--- src/rtl/l_stf_stream_gen_if.sv ---
// Valid/ready sample stream from the L-STF generator to the TX sample mux.
interface l_stf_stream_gen_if #(
  parameter int unsigned IQ_WIDTH = 16
);
  logic [IQ_WIDTH-1:0] out_i;
  logic [IQ_WIDTH-1:0] out_q;
  logic                out_valid;
  logic                out_ready;
  logic                out_last;

  modport master (
    output out_i,
    output out_q,
    output out_valid,
    output out_last,
    input  out_ready
  );

  modport slave (
    input  out_i,
    input  out_q,
    input  out_valid,
    input  out_last,
    output out_ready
  );
endinterface

--- src/rtl/l_stf_stream_gen.sv ---
// L-STF preamble streamer: NUM_PERIODS repetitions of the 16-sample short training
// period with optional edge windowing, width reduction, attenuation and abort.
module l_stf_stream_gen #(
  parameter int unsigned IQ_WIDTH    = 16,
  parameter int unsigned NUM_PERIODS = 10,
  parameter int unsigned WINDOW_EN   = 1
) (
  input  logic                      clock,
  input  logic                      reset,
  input  logic                      start,
  input  logic                      abort,
  input  logic [1:0]                gain_shift,
  output logic                      busy,
  output logic                      done,
  l_stf_stream_gen_if.master        stream
);

  localparam int unsigned LEN     = 16 * NUM_PERIODS + WINDOW_EN;
  localparam logic [7:0]  LAST_N  = 8'(LEN - 1);
  localparam logic [4:0]  BASE_SH = 5'(16 - IQ_WIDTH);

  typedef enum logic [1:0] {
    IDLE,
    LOAD,
    RUN,
    DONE
  } state_t;

  state_t              state, state_nxt;
  logic [7:0]          n;
  logic [1:0]          gain_reg;
  logic [IQ_WIDTH-1:0] data_i, data_q;
  logic                load_en, adv_en;
  logic                xfer, at_last;
  logic [7:0]          nxt_idx;
  logic [31:0]         entry;
  logic                half;
  logic [4:0]          shamt;

  function automatic logic [31:0] stf_entry(input logic [3:0] a);
    logic [31:0] e;
    case (a)
      4'd0:    e = 32'hfd0e_fd0e;
      4'd1:    e = 32'hfc27_0198;
      4'd2:    e = 32'h0000_042a;
      4'd3:    e = 32'h03d9_0198;
      4'd4:    e = 32'h02f2_fd0e;
      4'd5:    e = 32'hfe68_fc27;
      4'd6:    e = 32'hfbd6_0000;
      4'd7:    e = 32'hfe68_03d9;
      4'd8:    e = 32'h02f2_02f2;
      4'd9:    e = 32'h03d9_fe68;
      4'd10:   e = 32'h0000_fbd6;
      4'd11:   e = 32'hfc27_fe68;
      4'd12:   e = 32'hfd0e_02f2;
      4'd13:   e = 32'h0198_03d9;
      4'd14:   e = 32'h042a_0000;
      default: e = 32'h0198_fc27;
    endcase
    return e;
  endfunction

  // Window halving is a second shift on the already-scaled value, so truncation
  // happens twice exactly as the reference arithmetic does.
  function automatic logic [IQ_WIDTH-1:0] scale(input logic [15:0] comp,
                                                input logic [4:0]  sh,
                                                input logic        hv);
    logic signed [15:0] t;
    t = $signed(comp) >>> sh;
    if (hv) t = t >>> 1;
    return t[IQ_WIDTH-1:0];
  endfunction

  assign xfer    = stream.out_valid & stream.out_ready;
  assign at_last = (n == LAST_N);
  assign nxt_idx = load_en ? '0 : n + 8'd1;
  assign entry   = stf_entry(nxt_idx[3:0]);
  assign half    = (WINDOW_EN != 0) && ((nxt_idx == '0) || (nxt_idx == LAST_N));
  assign shamt   = BASE_SH + {3'b000, gain_reg};

  assign stream.out_i = data_i;
  assign stream.out_q = data_q;

  always_ff @(posedge clock) begin
    if (reset) state <= IDLE;
    else       state <= state_nxt;
  end

  always_comb begin
    state_nxt        = state;
    load_en          = 1'b0;
    adv_en           = 1'b0;
    stream.out_valid = 1'b0;
    stream.out_last  = 1'b0;
    busy             = 1'b0;
    done             = 1'b0;
    case (state)
      IDLE: begin
        if (start && !abort) state_nxt = LOAD;
      end
      LOAD: begin
        busy      = 1'b1;
        load_en   = 1'b1;
        state_nxt = abort ? IDLE : RUN;
      end
      RUN: begin
        busy             = 1'b1;
        stream.out_valid = 1'b1;
        stream.out_last  = at_last;
        if (abort)        state_nxt = IDLE;
        else if (xfer) begin
          if (at_last)    state_nxt = DONE;
          else            adv_en    = 1'b1;
        end
      end
      DONE: begin
        done      = 1'b1;
        state_nxt = IDLE;
      end
      default: state_nxt = IDLE;
    endcase
  end

  // The sample for the next index is prepared ahead so the output registers
  // update on the same edge that accepts the current one: no bubbles.
  always_ff @(posedge clock) begin
    if (reset) begin
      n        <= '0;
      gain_reg <= '0;
      data_i   <= '0;
      data_q   <= '0;
    end else begin
      if (state == IDLE && start && !abort) gain_reg <= gain_shift;
      if (load_en) begin
        n      <= '0;
        data_i <= scale(entry[31:16], shamt, half);
        data_q <= scale(entry[15:0],  shamt, half);
      end else if (adv_en) begin
        n      <= n + 8'd1;
        data_i <= scale(entry[31:16], shamt, half);
        data_q <= scale(entry[15:0],  shamt, half);
      end
    end
  end

endmodule

--- src/flat_wrapper.sv ---
// flat-port wrapper written by rule: the top's interface ports become plain ports
module l_stf_stream_gen_flat 
#(
  parameter int unsigned IQ_WIDTH    = 16,
  parameter int unsigned NUM_PERIODS = 10,
  parameter int unsigned WINDOW_EN   = 1
)
  (clock, reset, start, abort, gain_shift, busy, done, stream_out_i, stream_out_q, stream_out_valid, stream_out_last, stream_out_ready);
  l_stf_stream_gen_if #(.IQ_WIDTH(IQ_WIDTH)) stream_i ();
  input  logic clock;
  input  logic reset;
  input  logic start;
  input  logic abort;
  input  logic [1:0] gain_shift;
  output logic busy;
  output logic done;
  output wire logic [$bits(stream_i.out_i)-1:0] stream_out_i;
  output wire logic [$bits(stream_i.out_q)-1:0] stream_out_q;
  output wire logic [$bits(stream_i.out_valid)-1:0] stream_out_valid;
  output wire logic [$bits(stream_i.out_last)-1:0] stream_out_last;
  input wire logic [$bits(stream_i.out_ready)-1:0] stream_out_ready;
  assign stream_out_i = stream_i.out_i;
  assign stream_out_q = stream_i.out_q;
  assign stream_out_valid = stream_i.out_valid;
  assign stream_out_last = stream_i.out_last;
  assign stream_i.out_ready = stream_out_ready;
  l_stf_stream_gen #(.IQ_WIDTH(IQ_WIDTH), .NUM_PERIODS(NUM_PERIODS), .WINDOW_EN(WINDOW_EN)) u_core (.clock(clock), .reset(reset), .start(start), .abort(abort), .gain_shift(gain_shift), .busy(busy), .done(done), .stream(stream_i));
endmodule
--- config.mk ---
export PLATFORM = sky130hd
export DESIGN_NAME = l_stf_stream_gen_flat
export DESIGN_NICKNAME = d
export VERILOG_FILES = /design/src/rtl/l_stf_stream_gen_if.sv /design/src/rtl/l_stf_stream_gen.sv /design/src/flat_wrapper.sv
export SDC_FILE = /design/constraint.sdc
export NUM_CORES = 1
export LEC_CHECK = 0
export CORE_MARGIN = 2
export CORE_UTILIZATION = 51
export DETAILED_ROUTE_END_ITERATION = 12
export PLACE_DENSITY_LB_ADDON = 0.3
export SYNTH_ARGS = -nofsm -noshare
export SYNTH_HDL_FRONTEND = slang
export SYNTH_SLANG_ARGS = --single-unit
--- constraint.sdc ---
create_clock -name clock -period 3.1 [get_ports clock]
set_input_delay 0.465 -clock clock [delete_from_list [all_inputs] [get_ports clock]]
set_output_delay 0.465 -clock clock [all_outputs]
set_load 0.01 [all_outputs]
==> results.txt, run 1 <==
The final critical-path required period came out at 2.94 ns. Synthesis inferred 36 register bits. TritonCTS built the clock tree. For the site row count, the log shows 29. The floorplan step set the die width to 85.2 um. The number of global-route vias before repair was 3213. Along the worst path, the maximum fanout reaches 8. The worst path arrival time is 3.15 ns, and the first-pass GRT wire length is 15.8 mm. Setup violations remaining at the end of the flow were counted as 0. The number of synthesized flops with an enable pin was 0. Compared with the post-synthesis result, the final layout area differs by 17.6%. Across the run, the number of max-cap violations was 0. When the netlist entered floorplanning its net count stood at 463. 0 antenna diodes ended up in the layout. The logs give 3.31 ns for the required time of the critical path and 0 for the synthesis warning total.

Sorting the synthesized cells by area gives the leading types as sky130_fd_sc_hd__dfxtp_1, sky130_fd_sc_hd__nor2_1, sky130_fd_sc_hd__mux2i_1, sky130_fd_sc_hd__ha_1, sky130_fd_sc_hd__nand2_1. For the overflow left after global routing, the log shows 0. For the sequential share of the synthesized area, the log shows 21.4%. The endpoint kind of the worst setup timing path was a flop. Prior to clock tree synthesis, the placed netlist has a worst setup slack of 0.0647 ns.

Dividing total power by cell area gives a power density of 365 nW/um^2. Averaged over all synthesized cells, the footprint is 7.59 um^2. The worst hold path passes through 2 cells. The number of gates resized after CTS was 0. The run gives 0.161 ns as the post-layout worst setup margin.

The run gives 443 as the instance count of the mapped netlist. For this run, the detailed router's first-pass iteration total came to 8. The tightest min-delay check is of the reg -> reg type. Buffers added to address setup during post-CTS repair amount to 0. Final routed wirelength across all metal layers: 10.0 mm. Summed over its instances, the top area cell type makes up 21.4% of the synthesized netlist area.

The tools report the peak clock frequency supported by timing as 340 MHz. The area of the mapped netlist is 3360 um^2, and the number of top-level pins is 43. The tools report the largest net degree at the start of global routing as 25. Leaving out fill and tap cells, the most frequent cell in the layout is sky130_fd_sc_hd__nor2_1. The residual DRC count is 0. The clock transition at the register clock pins on the worst setup and hold paths after CTS was 0.07 ns. Summed over all cells, the static leakage comes to 0.00146 uW. The count of pins over their slew limit is 0, and the portion of the clock cycle consumed by the worst path in the final layout is 94.8%. The number of cells on the worst reg-to-reg path is 13, and the die footprint is 7260 um^2.

The most used flip-flop cell after synthesis is sky130_fd_sc_hd__dfxtp_1. In the routed layout, each cell is associated on average with a via count of 6.57. Overall track demand over capacity in global routing: 27.0%. The flow ran to the end, and the final reports show no timing, DRC or antenna violations. Share of synthesized registers carrying an async set or reset: 0%. The number of hold buffers added after CTS was 0.

The count of buffers added on input and output ports is 42. For the number of DRC markers in iteration 0, the log shows 381. Leaving out fill and tap cells, the most frequent cells in the layout are sky130_fd_sc_hd__nor2_1, sky130_fd_sc_hd__clkdlybuf4s50_1, sky130_fd_sc_hd__dfxtp_1. Number of nets in the layout: 492. The library cell with the largest summed area after synthesis was sky130_fd_sc_hd__dfxtp_1. The average wire length per cell after detail routing is 18.2 um, and the number of buffers created by CTS is 5.

The core area came out at 6350 um^2. The final HPWL from detailed placement was 7.30 mm; the placer's final routability congestion estimate was 0.998. Measured against its own limit, the worst slew margin works out to 62.8%. The tools report the count of final hold-check violations as 0. The final route contains 3613 vias. For the final database, setup skew stands at 0.0104 ns. Once detail routing completed, the nets flagged for antenna violations numbered 0. The logs give 36 for the sink count of the clock tree and 53.0% for the initial standard-cell utilization of the core. The startpoint identified for the worst register-to-register timing path is u_core.state[1]. Transition at the pin with the smallest max-transition slack: 0.543 ns. Source of the critical timing path: u_core.state[1].

The root buffer cell was sky130_fd_sc_hd__clkbuf_8. Measured along the y axis, the die boundary spans 85.2 um. The worst setup path is of the reg -> reg kind. The element type at the critical path start was a flop. The number of levels the H-tree was split into came out at 2. The tools report the maximum count of clock buffers along a single path as 2. The synthesized netlist contains 75 unique library cells. The fraction of the core area covered by cells at the end of the flow is 62.3%. VDD sags by at most 0.306 mV. At the later pin of the worst-skew pair, clock insertion delay measures 0.30 ns. The number of antenna violations at the first check in global routing is 0, and the share of final-layout standard cells stronger than drive strength 1 is 11.8%. The tools report the startpoint of the tightest hold check path as u_core.stream.out_i[0].
[cell usage after synthesis, types with 3 or more instances]
cell / instances
sky130_fd_sc_hd__nor3_1: 22
sky130_fd_sc_hd__xnor2_2: 3
sky130_fd_sc_hd__a21oi_1: 23
sky130_fd_sc_hd__a31oi_1: 6
sky130_fd_sc_hd__o21ai_0: 21
sky130_fd_sc_hd__o31ai_1: 5
sky130_fd_sc_hd__nor2b_1: 3
sky130_fd_sc_hd__o221ai_1: 9
sky130_fd_sc_hd__ha_1: 13
sky130_fd_sc_hd__buf_2: 9
sky130_fd_sc_hd__nand3_1: 14
sky130_fd_sc_hd__a21o_1: 3
sky130_fd_sc_hd__buf_1: 3
sky130_fd_sc_hd__xor2_1: 5
sky130_fd_sc_hd__a311oi_1: 3
sky130_fd_sc_hd__buf_4: 10
sky130_fd_sc_hd__a211oi_1: 10
sky130_fd_sc_hd__or2_2: 3
sky130_fd_sc_hd__buf_6: 4
sky130_fd_sc_hd__and3_1: 7
sky130_fd_sc_hd__mux2i_1: 17
sky130_fd_sc_hd__clkbuf_1: 18
sky130_fd_sc_hd__nand2b_1: 6
sky130_fd_sc_hd__o32ai_1: 3
sky130_fd_sc_hd__o211ai_1: 11
sky130_fd_sc_hd__o21a_1: 3
sky130_fd_sc_hd__inv_1: 13
sky130_fd_sc_hd__o22ai_1: 3
sky130_fd_sc_hd__xnor2_1: 7
sky130_fd_sc_hd__a221oi_1: 8
sky130_fd_sc_hd__nor2_1: 57
sky130_fd_sc_hd__dfxtp_1: 36
sky130_fd_sc_hd__nand2_1: 31
sky130_fd_sc_hd__and2_1: 3
[worst max-delay path, stage by stage (launching register included)]
cell and delay [ns]:
sky130_fd_sc_hd__dfxtp_1 0.38, sky130_fd_sc_hd__inv_1 0.10, sky130_fd_sc_hd__ha_1 0.31, sky130_fd_sc_hd__clkinv_1 0.09, sky130_fd_sc_hd__nand2_1 0.07, sky130_fd_sc_hd__buf_4 0.16
sky130_fd_sc_hd__ha_1 0.37, sky130_fd_sc_hd__nand2_1 0.11, sky130_fd_sc_hd__mux2i_2 0.21, sky130_fd_sc_hd__a21o_1 0.22, sky130_fd_sc_hd__o221ai_1 0.17, sky130_fd_sc_hd__o221a_1 0.21
sky130_fd_sc_hd__or2_1 0.23, sky130_fd_sc_hd__a311oi_2 0.22
[per-stage QoR]
| stage | total power [uW] | hold slack (ns) | TNS (ns) | area [um^2] | cells |
|---|---|---|---|---|---|
| floorplan | 873 | 0.479 | 0 | 3360 | 443 |
| CTS | 1440 | 0.463 | 0 | 3920 | 550 |
| finish | 1440 | 0.457 | 0 | 3960 | 550 |
| detailed placement | 1080 | 0.447 | 0 | 3830 | 542 |
| global route | 1510 | 0.501 | -0.00658 | 3960 | 550 |
| global placement | 1070 | 0.438 | 0 | 3830 | 542 |
[layout make-up]
class                           instances  area [um^2]
Sequential cell                        36          722
Clock buffer                            8         90.1
Tap cell                               77         96.3
Inverter                               16         60.1
Fill cell                             555         2390
Multi-Input combinational cell        347         2370
Timing Repair Buffer                   66          613
[where the power goes]
group / internal (uW) / total (uW) / switching (uW) / leakage (uW)
sequential: 512 / 542 / 30.2 / 0.000295
clock: 182 / 361 / 179 / 0.0000455
combinational: 243 / 541 / 298 / 0.00112
total: 936 / 1440 / 507 / 0.00146
[cells by family after synthesis]
kind of cell / Yosys count / share of synthesized area (%)
fa+ha+maj: 13 / 4.84
simple gates: 161 / 22.9
flops: 36 / 21.4
xor+xnor: 15 / 4.58
buf+inv: 60 / 9.04
compound gates: 134 / 28.6
mux: 24 / 8.63
[final timing paths]
path,endpoint,slack [ns]
worst min register to register,u_core.stream.out_i[0],0.46
worst max-delay path,u_core.stream.out_q[0],0.16
worst max register to register,u_core.stream.out_q[0],0.16
worst min-delay path,u_core.stream.out_i[0],0.46
[metal layers]
layer | up-vias | wire (um) | GRT usage (%)
met1 | 1708 | 4210 | 35.7
met4 | 0 | 293 | 10.2
li1 | 1684 | - | -
met2 | 191 | 4680 | 43.9
met3 | 30 | 830 | 4.77
met5 | - | 0 | 0
Note: power is estimated with default switching activity, not from simulation.
==> run 2: changes to the inputs <==
CELL_PAD_IN_SITES_DETAIL_PLACEMENT = 1   (was not set)
CELL_PAD_IN_SITES_GLOBAL_PLACEMENT = 1   (was not set)
CORE_UTILIZATION = 37   (was 51)
==> run 2 against run 1 <==
Sequential power is essentially flat. Combinational power grew 2%. Final cell count rose by 5.5%. Global-route usage shrank 3.5 points. Clock skew grew 0.0015 ns. First-iteration DRC count decreased by 37%. Routed wire length up 14%. Sequential share of layout area fell by 0.23 points. Critical path type unchanged.
==> results.txt, run 2 (synthesized netlist as in run 1, its figures left out) <==
The flow ran to the end, and the final reports show no timing, DRC or antenna violations. For the final routed wirelength across all metal layers, the log shows 11.4 mm. The number of levels the H-tree was split into is 2, and the average wire length per cell after detail routing is 19.7 um.

The count of cells in the finished layout, fillers not included, comes to 580. The number of DRC markers in iteration 0 was 240. TritonCTS created 5 clock buffers.

The first-pass GRT wire length was 18.8 mm. After detailed routing, the number of remaining DRC violations is 0. The routed layout has 3554 vias.

Leaving out fill and tap cells, the most frequent cells in the layout are sky130_fd_sc_hd__nor2_1, sky130_fd_sc_hd__clkdlybuf4s50_1, sky130_fd_sc_hd__dfxtp_1. Global routing used 23.5% of the available tracks. The setup violation total in the final timing report came out at 0.

The library cell used most frequently in the layout, excluding fill and tap cells, is sky130_fd_sc_hd__nor2_1. After detailed routing, the number of vias per cell comes to 6.13. Traced cell by cell, the critical path runs through inv_1, ha_1, inv_1, nor2_2, ha_1, nand2b_1, mux2i_1, a21o_1, o221ai_1, o221a_1, or2_1, a311oi_2.

Standard cell with the maximum stage delay on the critical path: sky130_fd_sc_hd__ha_1. In the final design database the tool counted 491 nets. Data on the critical path is required at its endpoint by 3.31 ns. The peak clock frequency supported by timing is 342 MHz, and the transition at the pin with the smallest max-transition slack is 0.756 ns.

The die footprint is 9870 um^2, and the quantity of hold-fixing buffers added after cts is 0. Headroom to the max-slew limit came out at 49.5%. The largest net degree at the start of global routing is 25. After clock tree synthesis, the setup repair step added 0 buffers. The run gives 2 as the maximum count of clock buffers along a single path.

The total negative slack for setup checks was 0 ns. Once placement completed, the tool counted placed cells totaling 572. The tools report the final HPWL from detailed placement as 8.72 mm. The worst hold path belongs to the class reg -> reg. Worst clock skew: 0.0119 ns. Placer's final routability congestion estimate: 0.977. For this run the aggregate overflow at the end of global routing stands at 0.

Static leakage: 0.00147 uW. The worst setup path is launched from a flop. Clock-pin slew was measured on the worst setup and hold paths at 0.08 ns. Initial standard-cell utilization of the core: 38.4%. TritonCTS built the clock tree. Sink count of the clock tree: 36. The run gives 1520 uW as the power after layout. The power per unit of standard cell area is 381 nW/um^2. The root buffer cell was sky130_fd_sc_hd__clkbuf_8. The floorplan step set the die height to 99.3 um.

For this run, the slowest stage of the critical path takes 0.40 ns. The tool flagged a number of max-cap violations equal to 0. The number of detailed-routing iterations run before antenna repair came out at 5. The worst setup path is of the reg -> reg kind. Once detail routing completed, the nets flagged for antenna violations numbered 0. The die is 99.3 um wide. The final antenna diode count was 0; the share of final-layout standard cells stronger than drive strength 1 was 12.5%. After floorplanning, the core was divided into 34 placement rows. STA classifies the critical path endpoint as a flop.

Counting I/O delays and the setup requirement, the final critical path takes 2.92 ns. For this design the top-level I/O count stands at 43. In this run the standard cell core region covers 8760 um^2. Buffers placed on the I/O ports in this run total 42. The run gives 3.14 ns as the worst path arrival time. The count of final hold-check violations was 0; the largest driver fanout on the critical path was 6. The number of global-route vias before repair came out at 3582.

Clock latency on the worst-skew pair, taken at its later pin, is 0.29 ns. The count of pins over their slew limit is 0, and the layout overhead on the synthesized area is 18.9%. The logs give 0.186 mV for the maximum resistive drop on vdd and 0.18 ns for the minimum setup slack among reg-to-reg paths. The portion of the clock cycle consumed by the worst path in the final layout was 94.3%; the number of antenna violations at the first check in global routing was 0.
==> run 2: routing by layer <==
metal | share of wire (%) | global-route usage [%]
met1 | 45 | 30.0
met2 | 49 | 42.0
met3 | 4.4 | 3.37
met4 | 1.4 | 5.27
met5 | 0 | 0
==> run 2: through the flow <==
step / worst slack (ns) / utilization (%) / hold WS [ns] / cell area (um^2)
2_1_floorplan: 0.0215 / - / 0.479 / 3360
3_3_place_gp: 0.225 / 43.9 / 0.448 / 3850
3_5_place_dp: 0.0621 / 43.9 / 0.460 / 3850
4_1_cts: 0.0186 / 45.1 / 0.474 / 3960
5_1_grt: -0.00613 / 45.6 / 0.495 / 4000
6_report: 0.177 / 45.6 / 0.469 / 4000
==> run 2: worst paths after layout <==
check / cells after the start / end / start
worst max register to register: 12 / u_core.stream.out_q[0] / u_core.n[0]
worst min register to register: 2 / u_core.stream.out_i[1] / u_core.stream.out_i[1]
worst min-delay path: 2 / u_core.stream.out_i[1] / u_core.stream.out_i[1]
worst max-delay path: 12 / u_core.stream.out_q[0] / u_core.n[0]
==> run 2: timing repair <==
item                       4_1_cts  5_1_grt
hold endpoints to repair         0        0
setup endpoints to repair        0        9
gates resized for setup          0       11
==> run 2: worst max-delay path: cells and delay by family (launching register included) <==
family | cells | cell delay, ns
buffers and inverters | 2 | 0.27
flip-flops | 1 | 0.34
AND/OR/NAND/NOR | 3 | 0.44
adder cells (fa/ha/maj) | 2 | 0.72
AO/OA/AOI/OAI | 4 | 0.83
multiplexers | 1 | 0.24
==> run 2: area by class of cell <==
type	instances	area [um^2]
Clock inverter	2	35.0
Sequential cell	36	721
Tap cell	108	135
Fill cell	1110	4760
Inverter	16	60.1
Timing Repair Buffer	65	593
Clock buffer	6	72.6
Multi-Input combinational cell	347	2380
==> run 2: power by group <==
| part | leakage (uW) | internal, uW | switching (uW) | total, uW |
|---|---|---|---|---|
| registers | 0.000295 | 512 | 32.6 | 544 |
| clock network | 0.0000552 | 239 | 188 | 427 |
| logic | 0.00112 | 244 | 308 | 553 |
